### src/rtl/ctrl_sequencer_pkg.sv
// Shared definitions for the hard-wired control sequencer: state encoding,
// instruction-register field positions, opcode constants and ALU op indices.
package ctrl_sequencer_pkg;

   // Sequencer states: fetch T0-T2, execute T3-T5, plus idle and halt.
   typedef enum logic [2:0] {
      ST_IDLE = 3'd0,
      ST_T0   = 3'd1,
      ST_T1   = 3'd2,
      ST_T2   = 3'd3,
      ST_T3   = 3'd4,
      ST_T4   = 3'd5,
      ST_T5   = 3'd6,
      ST_HALT = 3'd7
   } state_e;

   // Instruction register field positions.
   localparam int unsigned OPC_MSB = 31;
   localparam int unsigned OPC_LSB = 27;
   localparam int unsigned RA_MSB  = 26;
   localparam int unsigned RA_LSB  = 23;
   localparam int unsigned RB_MSB  = 22;
   localparam int unsigned RB_LSB  = 19;
   localparam int unsigned RC_MSB  = 18;
   localparam int unsigned RC_LSB  = 15;

   // Opcode constants; ALU opcodes occupy 0..7 and map directly to AluOp bit index.
   localparam logic [4:0] OPC_ADD  = 5'b00000;
   localparam logic [4:0] OPC_SUB  = 5'b00001;
   localparam logic [4:0] OPC_AND  = 5'b00010;
   localparam logic [4:0] OPC_ROR  = 5'b00011;
   localparam logic [4:0] OPC_ROL  = 5'b00100;
   localparam logic [4:0] OPC_SHR  = 5'b00101;
   localparam logic [4:0] OPC_SHL  = 5'b00110;
   localparam logic [4:0] OPC_OR   = 5'b00111;
   localparam logic [4:0] OPC_HALT = 5'b11111;

   // AluOp one-hot bit indices.
   localparam int unsigned ALU_ADD = 0;
   localparam int unsigned ALU_SUB = 1;
   localparam int unsigned ALU_AND = 2;
   localparam int unsigned ALU_ROR = 3;
   localparam int unsigned ALU_ROL = 4;
   localparam int unsigned ALU_SHR = 5;
   localparam int unsigned ALU_SHL = 6;
   localparam int unsigned ALU_OR  = 7;

   // True for the three-register ALU opcodes (ADD..OR).
   function automatic logic opc_is_alu(input logic [4:0] opc);
      return (opc <= OPC_OR);
   endfunction

endpackage

### src/rtl/ctrl_sequencer_reg_field_decoder.sv
// Converts a 4-bit register field into a one-hot general-register strobe.
// Fields that address a register beyond NREG produce no strobe.
module reg_field_decoder #(
   parameter int unsigned NREG = 16
) (
   input  logic [3:0]      field_i,
   input  logic            en_i,
   output logic [NREG-1:0] onehot_o
);

   // One-hot decode of the field, gated by enable and range.
   always_comb begin
      onehot_o = '0;
      if (en_i && (32'(field_i) < NREG)) begin
         onehot_o[field_i] = 1'b1;
      end else begin
         onehot_o = '0;
      end
   end

endmodule

### src/rtl/ctrl_sequencer.sv
// Hard-wired control sequencer: fetch (T0-T2) and execute (T3-T5) for
// three-register ALU instructions, with memory wait states, halt and
// illegal-opcode handling. Strobes are decoded from the registered state.
module ctrl_sequencer
   import ctrl_sequencer_pkg::*;
#(
   parameter int unsigned NREG        = 16,
   parameter int unsigned MEM_TIMEOUT = 15
) (
   input  logic            clock_i,
   input  logic            clear_i,
   input  logic            run_i,
   input  logic [31:0]     ir_i,
   input  logic            mem_rdy_i,
   output logic            pc_out_o,
   output logic            zlow_out_o,
   output logic            mdr_out_o,
   output logic            mar_in_o,
   output logic            pc_in_o,
   output logic            mdr_in_o,
   output logic            ir_in_o,
   output logic            y_in_o,
   output logic            z_in_o,
   output logic            inc_pc_o,
   output logic            read_o,
   output logic [NREG-1:0] rout_o,
   output logic [NREG-1:0] rin_o,
   output logic [7:0]      alu_op_o,
   output logic            halted_o,
   output logic            illegal_o,
   output logic            bus_err_o
);

   localparam logic [7:0] WAIT_LAST = 8'(MEM_TIMEOUT - 1);

   state_e     state_q, state_d;
   logic [7:0] wait_cnt_q, wait_cnt_d;
   logic       illegal_q, illegal_d;
   logic       bus_err_q, bus_err_d;

   logic [4:0] opcode_s;
   logic [3:0] ra_s, rb_s, rc_s, rout_sel_s;
   logic       fields_ok_s, opc_legal_s, rout_en_s, rin_en_s;
   logic       unused_ir_s;

   assign opcode_s    = ir_i[OPC_MSB:OPC_LSB];
   assign ra_s        = ir_i[RA_MSB:RA_LSB];
   assign rb_s        = ir_i[RB_MSB:RB_LSB];
   assign rc_s        = ir_i[RC_MSB:RC_LSB];
   assign unused_ir_s = ^ir_i[14:0];

   // An ALU instruction is only legal if every register field names a real register.
   assign fields_ok_s = (32'(ra_s) < NREG) && (32'(rb_s) < NREG) && (32'(rc_s) < NREG);
   assign opc_legal_s = opc_is_alu(opcode_s) && fields_ok_s;

   // State, wait counter and event-pulse registers.
   always_ff @(posedge clock_i or negedge clear_i) begin
      if (!clear_i) begin
         state_q    <= ST_IDLE;
         wait_cnt_q <= 8'd0;
         illegal_q  <= 1'b0;
         bus_err_q  <= 1'b0;
      end else begin
         state_q    <= state_d;
         wait_cnt_q <= wait_cnt_d;
         illegal_q  <= illegal_d;
         bus_err_q  <= bus_err_d;
      end
   end

   // Next-state logic; the wait counter only advances while stalled in T1.
   always_comb begin
      state_d    = state_q;
      wait_cnt_d = 8'd0;
      illegal_d  = 1'b0;
      bus_err_d  = 1'b0;
      case (state_q)
         ST_IDLE: begin
            if (run_i) state_d = ST_T0;
            else       state_d = ST_IDLE;
         end
         ST_T0: state_d = ST_T1;
         ST_T1: begin
            if (mem_rdy_i) begin
               state_d = ST_T2;
            end else if (wait_cnt_q >= WAIT_LAST) begin
               state_d   = ST_IDLE;
               bus_err_d = 1'b1;
            end else begin
               wait_cnt_d = wait_cnt_q + 8'd1;
            end
         end
         ST_T2: state_d = ST_T3;
         ST_T3: begin
            if (opc_legal_s) begin
               state_d = ST_T4;
            end else if (opcode_s == OPC_HALT) begin
               state_d = ST_HALT;
            end else begin
               illegal_d = 1'b1;
               state_d   = run_i ? ST_T0 : ST_IDLE;
            end
         end
         ST_T4: state_d = ST_T5;
         ST_T5: begin
            if (run_i) state_d = ST_T0;
            else       state_d = ST_IDLE;
         end
         ST_HALT: state_d = ST_HALT;
         default: state_d = ST_IDLE;
      endcase
   end

   // Strobe decode from the registered state (Moore).
   always_comb begin
      pc_out_o   = 1'b0;
      zlow_out_o = 1'b0;
      mdr_out_o  = 1'b0;
      mar_in_o   = 1'b0;
      pc_in_o    = 1'b0;
      mdr_in_o   = 1'b0;
      ir_in_o    = 1'b0;
      y_in_o     = 1'b0;
      z_in_o     = 1'b0;
      inc_pc_o   = 1'b0;
      read_o     = 1'b0;
      alu_op_o   = 8'd0;
      case (state_q)
         ST_T0: begin
            pc_out_o = 1'b1;
            mar_in_o = 1'b1;
            inc_pc_o = 1'b1;
            z_in_o   = 1'b1;
         end
         ST_T1: begin
            zlow_out_o = 1'b1;
            pc_in_o    = 1'b1;
            read_o     = 1'b1;
            mdr_in_o   = 1'b1;
         end
         ST_T2: begin
            mdr_out_o = 1'b1;
            ir_in_o   = 1'b1;
         end
         ST_T3: y_in_o = 1'b1;
         ST_T4: begin
            z_in_o   = 1'b1;
            alu_op_o = 8'd1 << opcode_s[2:0];
         end
         ST_T5: zlow_out_o = 1'b1;
         default: alu_op_o = 8'd0;
      endcase
   end

   // rb drives the bus in T3, rc in T4; ra is written in T5.
   assign rout_sel_s = (state_q == ST_T4) ? rc_s : rb_s;
   assign rout_en_s  = (state_q == ST_T3) || (state_q == ST_T4);
   assign rin_en_s   = (state_q == ST_T5);

   reg_field_decoder #(.NREG(NREG)) u_rout_dec (
      .field_i  (rout_sel_s),
      .en_i     (rout_en_s),
      .onehot_o (rout_o)
   );

   reg_field_decoder #(.NREG(NREG)) u_rin_dec (
      .field_i  (ra_s),
      .en_i     (rin_en_s),
      .onehot_o (rin_o)
   );

   assign halted_o  = (state_q == ST_HALT);
   assign illegal_o = illegal_q;
   assign bus_err_o = bus_err_q;

endmodule

### config.mk
export PLATFORM = sky130hd
export DESIGN_NAME = ctrl_sequencer
export DESIGN_NICKNAME = d
export VERILOG_FILES = /design/src/rtl/ctrl_sequencer_pkg.sv /design/src/rtl/ctrl_sequencer_reg_field_decoder.sv /design/src/rtl/ctrl_sequencer.sv
export SDC_FILE = /design/constraint.sdc
export NUM_CORES = 1
export LEC_CHECK = 0
export BUFFER_PORTS_ARGS = -buffer_cell sky130_fd_sc_hd__buf_2
export CORE_AREA = 2 2 53 92
export DETAILED_ROUTE_END_ITERATION = 6
export DIE_AREA = 0 0 55 94
export PLACE_DENSITY_LB_ADDON = 0.25
export SLEW_MARGIN = 20
export SYNTH_ARGS = -nofsm -noshare
export SYNTH_HDL_FRONTEND = slang
export SYNTH_SLANG_ARGS = --single-unit
### constraint.sdc
create_clock -name clock_i -period 2.5 [get_ports clock_i]
set_input_delay 0.5 -clock clock_i [delete_from_list [all_inputs] [get_ports clock_i]]
set_output_delay 0.5 -clock clock_i [all_outputs]
set_load 0.02 [all_outputs]
Word-level counts from Yosys, hierarchy flattened:

Index checks and enable logic that the tools add are counted.
Widths: inputs -> output; s select.

* add/sub/neg operators: 1
* order comparisons: 6
* equal/unequal tests: 9
* shifts and indexed selects: 1
* muxes and demuxes: 29
* reductions and logical operators: 7

Operators with widths (number)
* $mux 16: 2
* $mux 8: 4
* $pmux 3 s7: 1
* $mux 1: 15
* $eq 3x3->1 const B: 4
* $mux 3: 4
* $lt 4x5->1 const B: 2
* $add 8x1->8 const B: 1
* $demux 1 s4: 2
* $ge 4x1->1 const B: 2
* $ge 8x4->1 const B: 1
* $shl 1x3->8 const A: 1
* $eq 3x2->1 const B: 2
* $reduce_or 2->1: 3
* $eq 5x5->1 const B: 1
* $le 5x3->1 const B: 1
* $mux 4: 1
* $eq 3x1->1 const B: 1
* $logic_not 3->1: 1
* $ne 3x3->1 const B: 1
* $logic_and 1x1->1: 2
* $logic_or 1x1->1: 1

* register bits: 13
* bits of input ports: 36
* output and inout port bits: 54

Longest topological paths before layout:

* word-level depth: 7
* depth in mapped cells: 5
* mapped depth without buffers: 5

Modules after synthesis:

Synthesis repeated with hierarchy kept, for this count alone.

* cells, all modules: 130
* area, all modules: 1097.3 um2

Modules (own cells, without submodules)
* ctrl_sequencer: times used 1, cells each 84, area an instance 859.6 um2, sequential area each 325.3 um2
* reg_field_decoder at u_rin_dec: times used 1, cells each 23, area an instance 120.1 um2, sequential area each 0.0 um2
* reg_field_decoder at u_rout_dec: times used 1, cells each 23, area an instance 117.6 um2, sequential area each 0.0 um2

Least setup slack after synthesis:

OpenSTA, ideal clock, no wires.

* kind: flip-flop to output port
* start: register state_q[1]
* end: output port rout_o[8]
* data arrival time: 1741 ps
* required time: 2000 ps
* setup slack: 259 ps
* stages on the path, launching flop included: 5
* path buffers: 1
* cell sequence: dfrtp_1 nand3b_1 buf_6 mux2_4 nor4_1

* longest elaborated chain between the ends: 7
* elaborated cells on any way between the ends: 10
* classes of those cells: order compare (2); eq/ne (2); mux (4); reduce/logical (2)

Ends and longest elaborated chain
* from (decl): line ctrl_sequencer.sv:36 `state_e state_q, state_d;`
* from (signal assigned): line ctrl_sequencer.sv:64 `state_q <= state_d;`
* $eq 3x3->1: line ctrl_sequencer.sv:156, ctrl_sequencer.sv:157
* $mux 4: line ctrl_sequencer.sv:156 `assign rout_sel_s = (state_q == ST_T4) ? rc_s : rb_s;`
* $lt 4x5->1 (implied by the code) or $ge 4x1->1 (tied branches): line ctrl_sequencer_reg_field_decoder.sv:15 `onehot_o[field_i] = 1'b1;`
* $logic_and 1x1->1 (implied by the code): line ctrl_sequencer_reg_field_decoder.sv:15
* $mux 1 (implied by the code): line ctrl_sequencer_reg_field_decoder.sv:15
* $demux 1 s4
* $mux 16 (*): line ctrl_sequencer_reg_field_decoder.sv:14 `if (en_i && (32'(field_i) < NREG)) begin`
* to (decl): line ctrl_sequencer.sv:26 `output logic [NREG-1:0] rout_o,`

Every way passes the cells marked *; elsewhere a longest branch is shown, timed or not.

Worst setup path after layout:

* start: register state_q[2]
* end: output port rout_o[8]

The elaborated chain is that of the path after synthesis.

==> metrics.csv <==
metric;value;unit
cp_max_fo;8;
clockRootBuffer;clkbuf_8;
final_nets;251;
clock_sinks;13;
via_per_inst;4.76;
min_period_over_period;95.6;%
worstReg2RegStart;state_q[0];
synth_area;1070;µm²
cts.clk_slew.worst_paths;50;ps
drv_slew;0;
worstPathArrival;1890;ps
dr.pass1.iters;4;
ctsHtreeMaxLevel;1;
area.growth.synth_to_final;44.5;%
p_sw_share;44.2;%
start_util;24.4;%
maxSlewHeadroom;66.0;%
die_y;94;µm
numCtsBuffers;3;
end_kind;primary output;
grt_pass1_vias;1052;
via_count;1253;
clkLatencyLatePin;240;ps
final_util;35.2;%
synth.avg_cell_area;7.95;µm²
finalHoldViolCount;0;
drt-wirelength-per-cell;11.8;µm
outcome;finished, final reports clean;
synthArstFlopShare;100;%
fin_cells;263;
dieArea;5170;µm²
worst_pin_slew;509;ps
power.switching;0.447;mW
synthFlopType;dfrtp_1;
num-fill-cells;487;
n_antenna_cell;0;
leakagePower;0.815;nW
synth_edf_count;0;
p_int;0.563;mW
detailedPlace.worstSlack;284;ps
crit_required;2000;ps
peakVddDrop;0.358;mV
drtIter0Drc;23;
hold-worst-slack;133;ps
combPwrFrac;56.8;%
hold_class;in2async;
fmax;419;MHz
grt_setup_unrepaired;no;
cap_viol_max_count;0;
placed_cells;255;
rows;32;
critPathLaunchType;flop;
die_x;55;µm
synth_area_leader_cell;dfrtp_1;
yosys_warnings;0;
r2r_slack;950;ps
setup_ws;111;ps
postCtsHoldBufs;0;
setup_viol;0;
powerDensity;651;nW/µm²
hpwlAfterDp;2540;µm
yosysTopAreaCellShare;30.3;%
path_class;reg2out;
grt.total_usage;11.8;%
wl;3110;µm
synth_seq_cells;13;
yosysSeqAreaShare;30.3;%
cts.path.max_buffers;2;
r2r_cells;4;
route.detailed.drc;0;
grt_pass1_wl;4510;µm
timing.setup.tns;0;ps
antenna_found_initial;0;
ioPinCount;90;
syn_inst;135;
drtAntennaViolNets;0;
yosys-top-cells-area;dfrtp_1 (30%), nor2_1 (9.1%), nor3_1 (8.4%), nor4_1 (5.8%), nand2b_1 (4.7%);
drive_above_1_share;42.5;%
cts_tree;done;
fin_crit;2390;ps
timing.rr.end;wait_cnt_q[2];
clock_skew;1.96;ps
grt_max_degree;22;
portBuffers;74;
pwr-share-clk;18.1;%
synth_cell_types;37;
core_area;4400;µm²
gr-total-overflow;0;
p_seq_share;25.1;%
globalplace.congestion;0.743;
placed cells by master (no fill, tap or decap), drive strengths merged:
master | netlist | final
nor3b | 1 | 1
a311oi | 1 | 1
and4 | 1 | 1
clkbuf | 0 | 4
xor2 | 2 | 2
nor4 | 10 | 10
nand3 | 4 | 4
nand4b | 1 | 1
conb | 1 | 3
xnor2 | 1 | 1
o221ai | 1 | 1
o31ai | 1 | 1
nor2b | 2 | 2
or4b | 1 | 1
ha | 2 | 2
nor3 | 18 | 18
o2111ai | 2 | 2
nand2 | 8 | 8
a21o | 1 | 1
and4b | 1 | 1
buf | 10 | 81
nand3b | 1 | 1
and2b | 1 | 1
mux2i | 4 | 4
nand2b | 8 | 8
a21boi | 2 | 2
mux2 | 3 | 3
inv | 3 | 3
or4 | 1 | 1
nor2 | 26 | 26
a2bb2oi | 1 | 1
nor4b | 1 | 1
o211ai | 2 | 2
dfrtp | 13 | 13
through the flow:
stage | total power, mW | area (µm²)
floorplan | 0.690 | 1080
detailed placement | 0.819 | 1470
CTS | 1.01 | 1510
finish | 1.01 | 1550
global placement | 0.816 | 1470
global route | 1.09 | 1550
worst max path at each step:
stage | start | to | slack, ps
after detailed placement | state_q[1] | rout_o[6] | 280
after global placement | state_q[1] | rout_o[5] | 310
after CTS | state_q[1] | rout_o[6] | 20
after global routing | state_q[2] | rin_o[2] | 30
final | state_q[2] | rout_o[8] | 110
after floorplan | state_q[1] | rout_o[8] | 260
power groups by stage:
| stage | sequential [mW] | clock [mW] | combinational (mW) |
|---|---|---|---|
| finish | 0.254 | 0.183 | 0.573 |
| global route | 0.259 | 0.208 | 0.627 |
| CTS | 0.256 | 0.192 | 0.560 |
| detailed placement | 0.259 | 0 | 0.560 |
| global placement | 0.259 | 0 | 0.557 |
| floorplan | 0.268 | 0 | 0.422 |
routing by layer:
| layer | part of all wire, % | up-vias | wire length, µm | track usage, % |
|---|---|---|---|---|
| met5 | 0 | - | 0 | 0 |
| met4 | 1.2 | 0 | 36 | 5.49 |
| met3 | 7.3 | 3 | 228 | 2.23 |
| met2 | 55 | 54 | 1720 | 22.5 |
| met1 | 36 | 556 | 1120 | 11.1 |
| li1 | - | 640 | - | - |
timing repair:
item,CTS,global route
endpoints found under the hold margin,0,0
setup buffers,0,4
resized for setup,0,2
endpoints found under the setup margin,0,17
cell families (layout without fill, tap and decap cells):
family | count (synthesis) | count (layout) | share of synthesized area [%]
buffers and inverters | 13 | 88 | 7.46
xor gates and xnor gates | 3 | 3 | 2.45
and+or+nand+nor | 85 | 85 | 41.3
other | 1 | 3 | 0.349
muxes | 7 | 7 | 7.58
AOI/OAI and AO/OA | 11 | 11 | 8.28
DFF | 13 | 13 | 30.3
adders and majority gates | 2 | 2 | 2.33
sequential cells by signal (all words and copies together), names as in the netlist:
signal      flops
bus_err_o       1
illegal_o       1
state_q         3
wait_cnt_q      8
worst max-delay path, stage by stage (launching register included):
cell      delay (ps)
dfrtp_1          400
buf_4            140
nand3b_1          70
buf_4            190
mux2_4           360
nor4_1           280
buf_2            220
area by class of cell:
class                   instances  area [µm²]  area share [%]
clock buffers                   4        45.0            2.90
inverters                       3        11.3           0.726
multi-input cells             111         683            44.0
flip-flops and latches         13         325            21.0
well taps                      51        63.8            4.11
repair buffers                 81         423            27.3
Yosys cell counts (all sizes together), types with 3 or more instances:
master,instances
buf,10
dfrtp,13
inv,3
mux2,3
mux2i,4
nand2,8
nand2b,8
nand3,4
nor2,26
nor3,18
nor4,10
Note: power is estimated with default switching activity, not from simulation.
